<file path="src/rtl/hash_pkg.sv">
// Shared definitions for the lookup3 key packer: block geometry, defaults, FSM codes and
// the block record presented to the hash round.
package hash_pkg;

  localparam int unsigned BLOCK_BYTES     = 12;
  localparam int unsigned DEFAULT_MAX_LEN = 250;
  localparam logic [31:0] JHASH_INIT      = 32'hDEADBEEF;

  typedef logic [1:0] pk_state_t;
  localparam pk_state_t ST_IDLE = 2'd0;
  localparam pk_state_t ST_FILL = 2'd1;
  localparam pk_state_t ST_HOLD = 2'd2;

  typedef struct packed {
    logic [31:0] k0;
    logic [31:0] k1;
    logic [31:0] k2;
    logic [7:0]  w;
    logic        first;
    logic        last;
  } hash_block_t;

endpackage

</file>
<file path="src/rtl/hash_key_packer_if.sv">
// Byte-stream input, block output and error pulses of the key packer.
// slave: the packer; master: whoever feeds bytes and consumes blocks.
interface hash_key_packer_if;
  logic        in_valid;
  logic        in_ready;
  logic [7:0]  in_data;
  logic        in_sof;
  logic [7:0]  in_len;
  logic        out_valid;
  logic        out_ready;
  logic [31:0] out_k0;
  logic [31:0] out_k1;
  logic [31:0] out_k2;
  logic [7:0]  out_w;
  logic        out_first;
  logic        out_last;
  logic        err_len;
  logic        err_abort;

  modport slave (
    input  in_valid, in_data, in_sof, in_len, out_ready,
    output in_ready, out_valid, out_k0, out_k1, out_k2, out_w, out_first, out_last,
           err_len, err_abort
  );

  modport master (
    output in_valid, in_data, in_sof, in_len, out_ready,
    input  in_ready, out_valid, out_k0, out_k1, out_k2, out_w, out_first, out_last,
           err_len, err_abort
  );
endinterface

</file>
<file path="src/rtl/hash_lane_reg.sv">
// 12-byte block register with indexed byte write and clear; clear and write in the same
// cycle leave only the written byte. HASH_PACK_BSWAP_EN selects big-endian word lanes.
module hash_lane_reg
  import hash_pkg::*;
(
  input  logic        i_clk,
  input  logic        i_rst,
  input  logic        i_clr,
  input  logic        i_we,
  input  logic [3:0]  i_idx,
  input  logic [7:0]  i_data,
  output logic [31:0] o_k0,
  output logic [31:0] o_k1,
  output logic [31:0] o_k2
);

  logic [BLOCK_BYTES-1:0][7:0] r_bytes;
  logic [2:0][31:0]            w_k;

  always_ff @(posedge i_clk or posedge i_rst) begin
    if (i_rst) begin
      r_bytes <= '0;
    end else begin
      if (i_clr) begin
        r_bytes <= '0;
      end
      for (int i = 0; i < BLOCK_BYTES; i++) begin
        if (i_we && (i_idx == 4'(i))) begin
          r_bytes[i] <= i_data;
        end
      end
    end
  end

  always_comb begin
    w_k = '0;
    for (int n = 0; n < 3; n++) begin
`ifdef HASH_PACK_BSWAP_EN
      w_k[n] = {r_bytes[4*n], r_bytes[4*n+1], r_bytes[4*n+2], r_bytes[4*n+3]};
`else
      w_k[n] = {r_bytes[4*n+3], r_bytes[4*n+2], r_bytes[4*n+1], r_bytes[4*n]};
`endif
    end
  end

  assign o_k0 = w_k[0];
  assign o_k1 = w_k[1];
  assign o_k2 = w_k[2];

endmodule

</file>
<file path="src/rtl/hash_key_packer.sv">
// Packs a memcache key byte stream into 12-byte lookup3 blocks tagged with remaining length.
// Build option HASH_PACK_BSWAP_EN switches to big-endian lanes (see hash_lane_reg).
module hash_key_packer
  import hash_pkg::*;
#(
  parameter int unsigned MAX_LEN = DEFAULT_MAX_LEN
) (
  input logic              CLK,
  input logic              RST,
  hash_key_packer_if.slave bus
);

  pk_state_t   r_state, w_state;
  logic [3:0]  r_idx, w_idx;
  logic [7:0]  r_rem, w_rem;
  logic        r_first, w_first;
  logic        r_err_len, w_err_len;
  logic        r_err_abort, w_err_abort;
  logic        w_clr, w_we;
  logic [3:0]  w_widx;
  logic        w_in_fire, w_out_fire, w_len_ok, w_close, w_hold;
  logic [31:0] w_k0, w_k1, w_k2;
  hash_block_t w_blk;

  assign w_hold     = (r_state == ST_HOLD);
  assign w_in_fire  = bus.in_valid && !w_hold;
  assign w_out_fire = w_hold && bus.out_ready;
  assign w_len_ok   = (bus.in_len != 8'd0) && (32'(bus.in_len) <= MAX_LEN);
  // Block ends on a full block or on the key's final byte.
  assign w_close    = (r_idx == 4'(BLOCK_BYTES - 1)) || ((8'(r_idx) + 8'd1) == r_rem);

  always_comb begin
    w_state     = r_state;
    w_idx       = r_idx;
    w_rem       = r_rem;
    w_first     = r_first;
    w_err_len   = 1'b0;
    w_err_abort = 1'b0;
    w_clr       = 1'b0;
    w_we        = 1'b0;
    w_widx      = r_idx;
    case (r_state)
      ST_IDLE, ST_FILL: begin
        if (w_in_fire) begin
          if (bus.in_sof) begin
            // A new key in FILL throws away the partial block before restarting.
            w_err_abort = (r_state == ST_FILL);
            w_clr       = (r_state == ST_FILL);
            w_idx       = 4'd0;
            if (!w_len_ok) begin
              w_err_len = 1'b1;
              w_state   = ST_IDLE;
            end else begin
              w_rem   = bus.in_len;
              w_first = 1'b1;
              w_we    = 1'b1;
              w_widx  = 4'd0;
              if (bus.in_len == 8'd1) begin
                w_state = ST_HOLD;
              end else begin
                w_idx   = 4'd1;
                w_state = ST_FILL;
              end
            end
          end else if (r_state == ST_FILL) begin
            w_we   = 1'b1;
            w_widx = r_idx;
            if (w_close) begin
              w_idx   = 4'd0;
              w_state = ST_HOLD;
            end else begin
              w_idx = r_idx + 4'd1;
            end
          end
        end
      end
      ST_HOLD: begin
        if (w_out_fire) begin
          w_first = 1'b0;
          w_rem   = (r_rem > 8'(BLOCK_BYTES)) ? (r_rem - 8'(BLOCK_BYTES)) : 8'd0;
          w_clr   = 1'b1;
          w_idx   = 4'd0;
          w_state = (r_rem <= 8'(BLOCK_BYTES)) ? ST_IDLE : ST_FILL;
        end
      end
      default: w_state = ST_IDLE;
    endcase
  end

  always_ff @(posedge CLK or posedge RST) begin
    if (RST) begin
      r_state     <= ST_IDLE;
      r_idx       <= '0;
      r_rem       <= '0;
      r_first     <= 1'b0;
      r_err_len   <= 1'b0;
      r_err_abort <= 1'b0;
    end else begin
      r_state     <= w_state;
      r_idx       <= w_idx;
      r_rem       <= w_rem;
      r_first     <= w_first;
      r_err_len   <= w_err_len;
      r_err_abort <= w_err_abort;
    end
  end

  hash_lane_reg u_lanes (
    .i_clk  (CLK),
    .i_rst  (RST),
    .i_clr  (w_clr),
    .i_we   (w_we),
    .i_idx  (w_widx),
    .i_data (bus.in_data),
    .o_k0   (w_k0),
    .o_k1   (w_k1),
    .o_k2   (w_k2)
  );

  always_comb begin
    w_blk       = '0;
    w_blk.k0    = w_k0;
    w_blk.k1    = w_k1;
    w_blk.k2    = w_k2;
    w_blk.w     = w_hold ? r_rem : 8'd0;
    w_blk.first = w_hold && r_first;
    w_blk.last  = w_hold && (r_rem <= 8'(BLOCK_BYTES));
  end

  assign bus.in_ready  = !w_hold;
  assign bus.out_valid = w_hold;
  assign bus.out_k0    = w_blk.k0;
  assign bus.out_k1    = w_blk.k1;
  assign bus.out_k2    = w_blk.k2;
  assign bus.out_w     = w_blk.w;
  assign bus.out_first = w_blk.first;
  assign bus.out_last  = w_blk.last;
  assign bus.err_len   = r_err_len;
  assign bus.err_abort = r_err_abort;

endmodule
</file>
<file path="src/flat_wrapper.sv">
// flat-port wrapper written by rule: the top's interface ports become plain ports
module hash_key_packer_flat import hash_pkg::*;
#(
  parameter int unsigned MAX_LEN = DEFAULT_MAX_LEN
)
  (CLK, RST, bus_in_valid, bus_in_data, bus_in_sof, bus_in_len, bus_out_ready, bus_in_ready, bus_out_valid, bus_out_k0, bus_out_k1, bus_out_k2, bus_out_w, bus_out_first, bus_out_last, bus_err_len, bus_err_abort);
  hash_key_packer_if bus_i ();
  input logic CLK;
  input logic RST;
  input wire logic [$bits(bus_i.in_valid)-1:0] bus_in_valid;
  input wire logic [$bits(bus_i.in_data)-1:0] bus_in_data;
  input wire logic [$bits(bus_i.in_sof)-1:0] bus_in_sof;
  input wire logic [$bits(bus_i.in_len)-1:0] bus_in_len;
  input wire logic [$bits(bus_i.out_ready)-1:0] bus_out_ready;
  output wire logic [$bits(bus_i.in_ready)-1:0] bus_in_ready;
  output wire logic [$bits(bus_i.out_valid)-1:0] bus_out_valid;
  output wire logic [$bits(bus_i.out_k0)-1:0] bus_out_k0;
  output wire logic [$bits(bus_i.out_k1)-1:0] bus_out_k1;
  output wire logic [$bits(bus_i.out_k2)-1:0] bus_out_k2;
  output wire logic [$bits(bus_i.out_w)-1:0] bus_out_w;
  output wire logic [$bits(bus_i.out_first)-1:0] bus_out_first;
  output wire logic [$bits(bus_i.out_last)-1:0] bus_out_last;
  output wire logic [$bits(bus_i.err_len)-1:0] bus_err_len;
  output wire logic [$bits(bus_i.err_abort)-1:0] bus_err_abort;
  assign bus_i.in_valid = bus_in_valid;
  assign bus_i.in_data = bus_in_data;
  assign bus_i.in_sof = bus_in_sof;
  assign bus_i.in_len = bus_in_len;
  assign bus_i.out_ready = bus_out_ready;
  assign bus_in_ready = bus_i.in_ready;
  assign bus_out_valid = bus_i.out_valid;
  assign bus_out_k0 = bus_i.out_k0;
  assign bus_out_k1 = bus_i.out_k1;
  assign bus_out_k2 = bus_i.out_k2;
  assign bus_out_w = bus_i.out_w;
  assign bus_out_first = bus_i.out_first;
  assign bus_out_last = bus_i.out_last;
  assign bus_err_len = bus_i.err_len;
  assign bus_err_abort = bus_i.err_abort;
  hash_key_packer #(.MAX_LEN(MAX_LEN)) u_core (.CLK(CLK), .RST(RST), .bus(bus_i));
endmodule
</file>
<file path="config.mk">
export PLATFORM = sky130hd
export DESIGN_NAME = hash_key_packer_flat
export DESIGN_NICKNAME = d
export VERILOG_FILES = /design/src/rtl/hash_pkg.sv /design/src/rtl/hash_key_packer_if.sv /design/src/rtl/hash_lane_reg.sv /design/src/rtl/hash_key_packer.sv /design/src/flat_wrapper.sv
export SDC_FILE = /design/constraint.sdc
export NUM_CORES = 1
export LEC_CHECK = 0
export CAP_MARGIN = 20
export CORE_MARGIN = 2
export CORE_UTILIZATION = 33
export DETAILED_ROUTE_END_ITERATION = 8
export SLEW_MARGIN = 10
export SYNTH_ARGS = -nofsm -noshare
export SYNTH_HDL_FRONTEND = slang
export SYNTH_SLANG_ARGS = --single-unit
export TNS_END_PERCENT = 30
</file>
<file path="constraint.sdc">
create_clock -name CLK -period 4.1 [get_ports CLK]
set_clock_uncertainty 0.05 [all_clocks]
set_input_delay 1.025 -clock CLK [delete_from_list [all_inputs] [get_ports CLK]]
set_output_delay 1.025 -clock CLK [all_outputs]
set_load 0.05 [all_outputs]
</file>
# --- After elaboration in Yosys (flattened, before gate mapping) ---
# Cells that the tools add are included.
word_totals:
  register_bits: 113
  out_inout_bits: 110
  elab_cells: 145
op_classes:
  n_addsub: 3
  n_lt_le_gt_ge: 3
  eq_ne: 22
  muxes: 60
  n_reduce_logical: 39
op_table:
  columns: ["operator", "n"]
  rows:
  - ["8-bit two-way mux", 18]
  - ["96-bit two-way mux", 1]
  - ["4-bit two-way mux", 10]
  - ["2-bit nonzero test", 13]
  - ["4-bit equality test (second input constant)", 5]
  - ["1-bit two-way mux", 19]
  - ["1-bit logical AND", 17]
  - ["4-bit by 3-bit equality test with 1-bit output (second input constant)", 4]
  - ["8-bit case mux with 2 select lines", 1]
  - ["2-bit two-way mux", 7]
  - ["4-bit by 2-bit equality test with 1-bit output (second input constant)", 2]
  - ["8-bit by 1-bit equality test with 1-bit output (second input constant)", 1]
  - ["8-bit equality test", 1]
  - ["8-bit by 4-bit > comparator with 1-bit output (second input constant)", 1]
  - ["8-bit by 4-bit <= comparator with 1-bit output (second input constant)", 1]
  - ["8-bit <= comparator (second input constant)", 1]
  - ["4-bit case mux with 2 select lines", 1]
  - ["4-bit AND reduction", 2]
  - ["8-bit nonzero test", 1]
  - ["8-bit by 4-bit subtractor with 8-bit output (second input constant)", 1]
  - ["2-bit by 1-bit inequality test with 1-bit output (second input constant)", 3]
  - ["3-bit by 2-bit inequality test with 1-bit output (second input constant)", 2]
  - ["4-bit by 1-bit adder with 5-bit output (second input constant)", 1]
  - ["5-bit AND reduction", 1]
  - ["other kinds (12)", 13]

# --- Depth between registers and ports, before layout ---
depth:
  ltp_word: 9
  ltp_mapped: 9

# --- Modules after synthesis ---
# From an unflattened synthesis, not the netlist that was laid out.
unflattened:
  hier_cells: 477
  area_unflattened_um2: 5639.2
by_module_without_submodules:
  columns: ["mod", "instances", "cells_each", "area_per_inst_um2", "seq_area_each_um2"]
  rows:
  - ["hash_lane_reg", 1, 332, 4366.7, 2402.3]
  - ["hash_key_packer", 1, 145, 1272.5, 425.4]

# --- Worst setup path before layout ---
# Ideal clock, no wire load.
synth_path:
  path_kind: "flip-flop to output port"
  startpoint: "register u_core.r_state[0]"
  endpoint: "output port bus_out_first"
  arrival_time_ns: 2.164
  path_slack_ns: 0.861
  stages_incl_launch_ff: 5
  path_buffers: 1
  path_cell_list: "dfrtp_1 nand2b_1 inv_2 clkbuf_1 and2_1"
synth_between:
  elab_chain_cells: 2
synth_lines:
  columns: ["item", "line", "text"]
  rows:
  - ["start, declared", "hash_key_packer.sv:13", "pk_state_t r_state, w_state;"]
  - ["start signal, assigned", "hash_key_packer.sv:99", "r_state <= w_state;"]
  - ["2-bit equality test", "hash_key_packer.sv:25", "assign w_hold = (r_state == ST_HOLD);"]
  - ["via bus_out_valid", "flat_wrapper.sv:16", "output wire logic [$bits(bus_i.out_valid)-1:0] bus_out_valid;"]
  - ["1-bit logical AND", "hash_key_packer.sv:126", "w_blk.first = w_hold && r_first;"]
  - ["end, declared", "flat_wrapper.sv:21", "output wire logic [$bits(bus_i.out_first)-1:0] bus_out_first;"]
# The timed path passes the listed nets, and every way through them passes these cells.

# --- Worst setup path in the final report ---
layout_path:
  startpoint: "register u_core.r_rem[2]"
  endpoint: "output port bus_out_last"
layout_between:
  elab_chain_cells: 2
layout_lines:
  columns: ["item", "line", "text"]
  rows:
  - ["start, declared", "hash_key_packer.sv:15", "logic [7:0] r_rem, w_rem;"]
  - ["start signal, assigned", "hash_key_packer.sv:101", "r_rem <= w_rem;"]
  - ["8-bit by 4-bit <= comparator with 1-bit output", "hash_key_packer.sv:127", "w_blk.last = w_hold && (r_rem <= 8'(BLOCK_BYTES));"]
  - ["1-bit logical AND", "hash_key_packer.sv:127", null]
  - ["end, declared", "flat_wrapper.sv:22", "output wire logic [$bits(bus_i.out_last)-1:0] bus_out_last;"]
# Every way passes these cells.

==> summary.md <==
| Metric | Value |
|---|---|
| Result of the run | `complete, no violations` |
| Ranking of synthesized cells by instance count | `sky130_fd_sc_hd__nand2_1 (197), sky130_fd_sc_hd__dfrtp_1 (113), sky130_fd_sc_hd__o21ai_0 (86)` |
| Slew at the pin closest to its max-slew limit | `793 ps` |
| Worst hold slack after final layout | `about 440 ps` |
| GR Util All Layers | `0.182` |
| Post-synthesis net count | `590` |
| Die Outline Area | `roughly 16000 um2` |
| Sum of net half-perimeters after detailed placement | `between 9000 and 10000 um` |
| Post-synthesis cell area | `5050 um2` |
| Final std cell area, no fill | `between 7000 and 8000 um2` |
| Total power density per cell area | `~460 nW/um2` |
| Top-level port count | `131` |
| Number of max-capacitance violations reported | `0` |
| Share of the yosys chip area belonging to registers | `0.560` |
| Post-cts hold buffer count | `0` |
| Worst-path cell with the longest stage delay | `sky130_fd_sc_hd__clkdlybuf4s50_1` |
| Area share of the largest cell type after synthesis | `0.560` |
| Top cells by area, synth | `sky130_fd_sc_hd__dfrtp_1 (56%), sky130_fd_sc_hd__nand2_1 (15%), sky130_fd_sc_hd__o21ai_0 (8.5%)` |
| Placed cells | `858` |
| Sequential cell area in the final layout | `2830 um2` |
| Final Hold Fails | `0` |
| Count of clock tree sinks | `113` |
| Worst hold path type | `reg -> reg` |
| Unique cell type count in the Yosys netlist | `46` |
| Routed via count | `between 4k and 5k` |
| Final Max Slew Viols | `0` |
| Source-to-sink clock delay at the later pin of the worst-skew pair | `~410 ps` |
| Worst hold path depth | `2` |
| Global-route wire length before repair | `22800 um` |
| Startpoint kind of the worst setup timing path | `flip-flop` |
| Register bit count reported by yosys | `113` |
| Depth of the worst register-to-register path | `6` |
| CP cell instances | `ha_1 > o21ai_0 > nand3b_1 > nor2_1 > clkdlybuf4s50_1` |
| RSZ-0062 raised after global routing | `false` |
| Layout fillers | `roughly 1.4k` |
| Post-layout min period | `3490 ps` |
| Post-CTS Setup Inserts | `0` |
| TritonCTS Buffers | `17` |
| Worst endpoint required time | `3020 ps` |
| Cell type contributing the most total cell area after synthesis | `sky130_fd_sc_hd__dfrtp_1` |
| Post-synth EDFFs | `0` |
| Number of diodes | `0` |
| Net count of the finished layout | `712` |
| Fraction of the core area covered by cells at the end of the flow | `0.471` |
| Number of H-tree levels | `4` |
| Wire per inst | `16.4 um` |
| Clock root buffer | `sky130_fd_sc_hd__clkbuf_16` |
| Clock tree from TritonCTS | `yes` |
| Peak supply drop | `0.284 mV` |
| Floorplan core area | `15100 um2` |
| Core Rows | `45` |
| Top_reg_cell synth | `sky130_fd_sc_hd__dfrtp_1` |
| Max-Slew Margin vs Limit | `0.469` |
| Number of optimization iterations in the first detailed-route pass | `4` |
| Die H | `128 um` |
| Async set or reset register ratio after synthesis | `1.00` |
| Vias in the first global route | `4221` |
| Share of post-route cells with drive strength above 1 | `0.0672` |
| Worst path max stage delay | `810 ps` |
| Routability cong. | `roughly 0.83` |
| Crit path arrival time | `2420 ps` |
| Signed area change from the synthesized netlist to the final layout | `40.7%` |
| Clock Pin Slew Worst Setup and Hold Paths | `~50 ps` |
| Number of cells upsized or downsized after cts | `0` |
| Post-DP Area | `6530 um2` |
| Antenna Violating Nets Remaining | `0` |
| DRC viols | `0` |
| Setup TNS | `0 ps` |
| Kind of capture point of the worst setup path | `primary output` |
| Number of DRC markers in iteration 0 | `371` |
| Number of synthesis warnings | `0` |
| Maximum number of pins on one net before global-route repair | `between 90 and 100` |
| Maximum count of clock buffers along a single path | `2` |
| Post-Layout Cell Count | `887` |
| Buffers added on ports | `130` |
| Residual overflow from global routing | `0` |
| Overall die width | `128 um` |
| Fmax | `286 MHz` |
| Effective utilization at floorplan | `0.335` |
| Path type of the worst setup path | `reg -> out` |
| Static leakage | `approximately 3.0 nW` |
| Routed wire length | `14600 um` |
| Most repeated cell in the gate-level netlist after synthesis | `sky130_fd_sc_hd__nand2_1` |
| Maximum fanout count along the critical path | `7` |
| Area used by multi-input combinational logic | `2020 um2` |
| Synthesized area per cell | `8.91 um2` |
| Synthesized netlist cell count | `567` |
| Fraction of the cycle the final worst path needs | `0.852` |
| Final-report setup violation count | `0` |
| Initial antenna violation count | `0` |
| Avg Vias per Cell | `5.02` |
routing by layer:
metal  up-vias  wire, um  global-route usage  part of all wire
met3        15       881              0.0459             0.060
met2       149      6810               0.290              0.47
met4         0       196              0.0633             0.013
met5         -         0                   0                 0
met1      2162      6680               0.242              0.46
li1       2125         -                   -                 -
cells in the final DEF, fill, tap and decap left out, drive strengths merged, types with 3 or more instances in the layout:
cell type      count
nand2            197
a22o               3
o21ai             95
inv               10
buf               11
and2              12
nand2b             4
xnor2              6
nand3             10
mux2i              8
a21oi              5
nand3b             4
clkbuf            23
dfrtp            113
clkdlybuf4s50    130
nor2              17
a221o              3
clkinv             4
a32o               3
nor3               8
a21o               3
through the flow:
stage	setup slack (ps)	total power, W
global placement	829	0.00187
detailed placement	784	0.00188
CTS	583	0.00332
floorplan	37.6	0.00167
global route	461	0.00342
finish	606	0.00329
where the power goes:
part | internal [W] | switching, W
registers | 0.00119 | 0.0000739
logic | 0.000203 | 0.000389
clock network | 0.000958 | 0.000477
total | 0.00235 | 0.000940
critical path: cells and delay by family (launching register included):
family	cells	cell delay, ps
buffers and inverters	1	810
adder cells (fa/ha/maj)	1	300
flip-flops	1	460
AO/OA/AOI/OAI	1	110
AND/OR/NAND/NOR	2	330
path summary, 6_finish.rpt:
| kind | start | end | slack, ps |
|---|---|---|---|
| max | u_core.r_rem[2]$_DFFE_PP0P_ | bus_out_last | 610 |
| min | u_core.r_first$_DFFE_PP0P_ | u_core.r_first$_DFFE_PP0P_ | 440 |
| max reg2reg | u_core.r_idx[0]$_DFFE_PP0P_ | u_core.r_idx[3]$_DFFE_PP0P_ | 1760 |
| min reg2reg | u_core.r_first$_DFFE_PP0P_ | u_core.r_first$_DFFE_PP0P_ | 440 |
| max in group asynchronous | RST | u_core.u_lanes.o_k1[9]$_DFFE_PP0P_ | 2280 |
| min in group asynchronous | RST | u_core.bus.err_abort$_DFF_PP0_ | 950 |
cells by family after synthesis:
| family | count (synthesis) | share of synthesized area |
|---|---|---|
| adder cells (fa/ha/maj) | 2 | 0.00495 |
| multiplexers | 8 | 0.0159 |
| AO/OA/AOI/OAI | 125 | 0.142 |
| buffers and inverters | 48 | 0.0421 |
| AND/OR/NAND/NOR | 263 | 0.222 |
| XOR/XNOR | 8 | 0.0139 |
| flip-flops | 113 | 0.560 |
flip-flops by register name (all words and copies together), names as in the netlist:
name,count
u_core.r_rem,8
u_core.bus.err_len,1
u_core.u_lanes.o_k1,32
u_core.r_idx,4
u_core.r_state,2
u_core.bus.err_abort,1
u_core.u_lanes.o_k2,32
u_core.u_lanes.o_k0,32
u_core.r_first,1
area by class of cell:
type                            instances  share of cell area
Clock inverter                          6              0.0113
Sequential cell                       113               0.398
Multi-Input combinational cell        406               0.284
Tap cell                              188              0.0331
Clock buffer                           23              0.0701
Timing Repair Buffer                  141               0.198
Inverter                               10             0.00563
(Power assumes the default switching activity.)
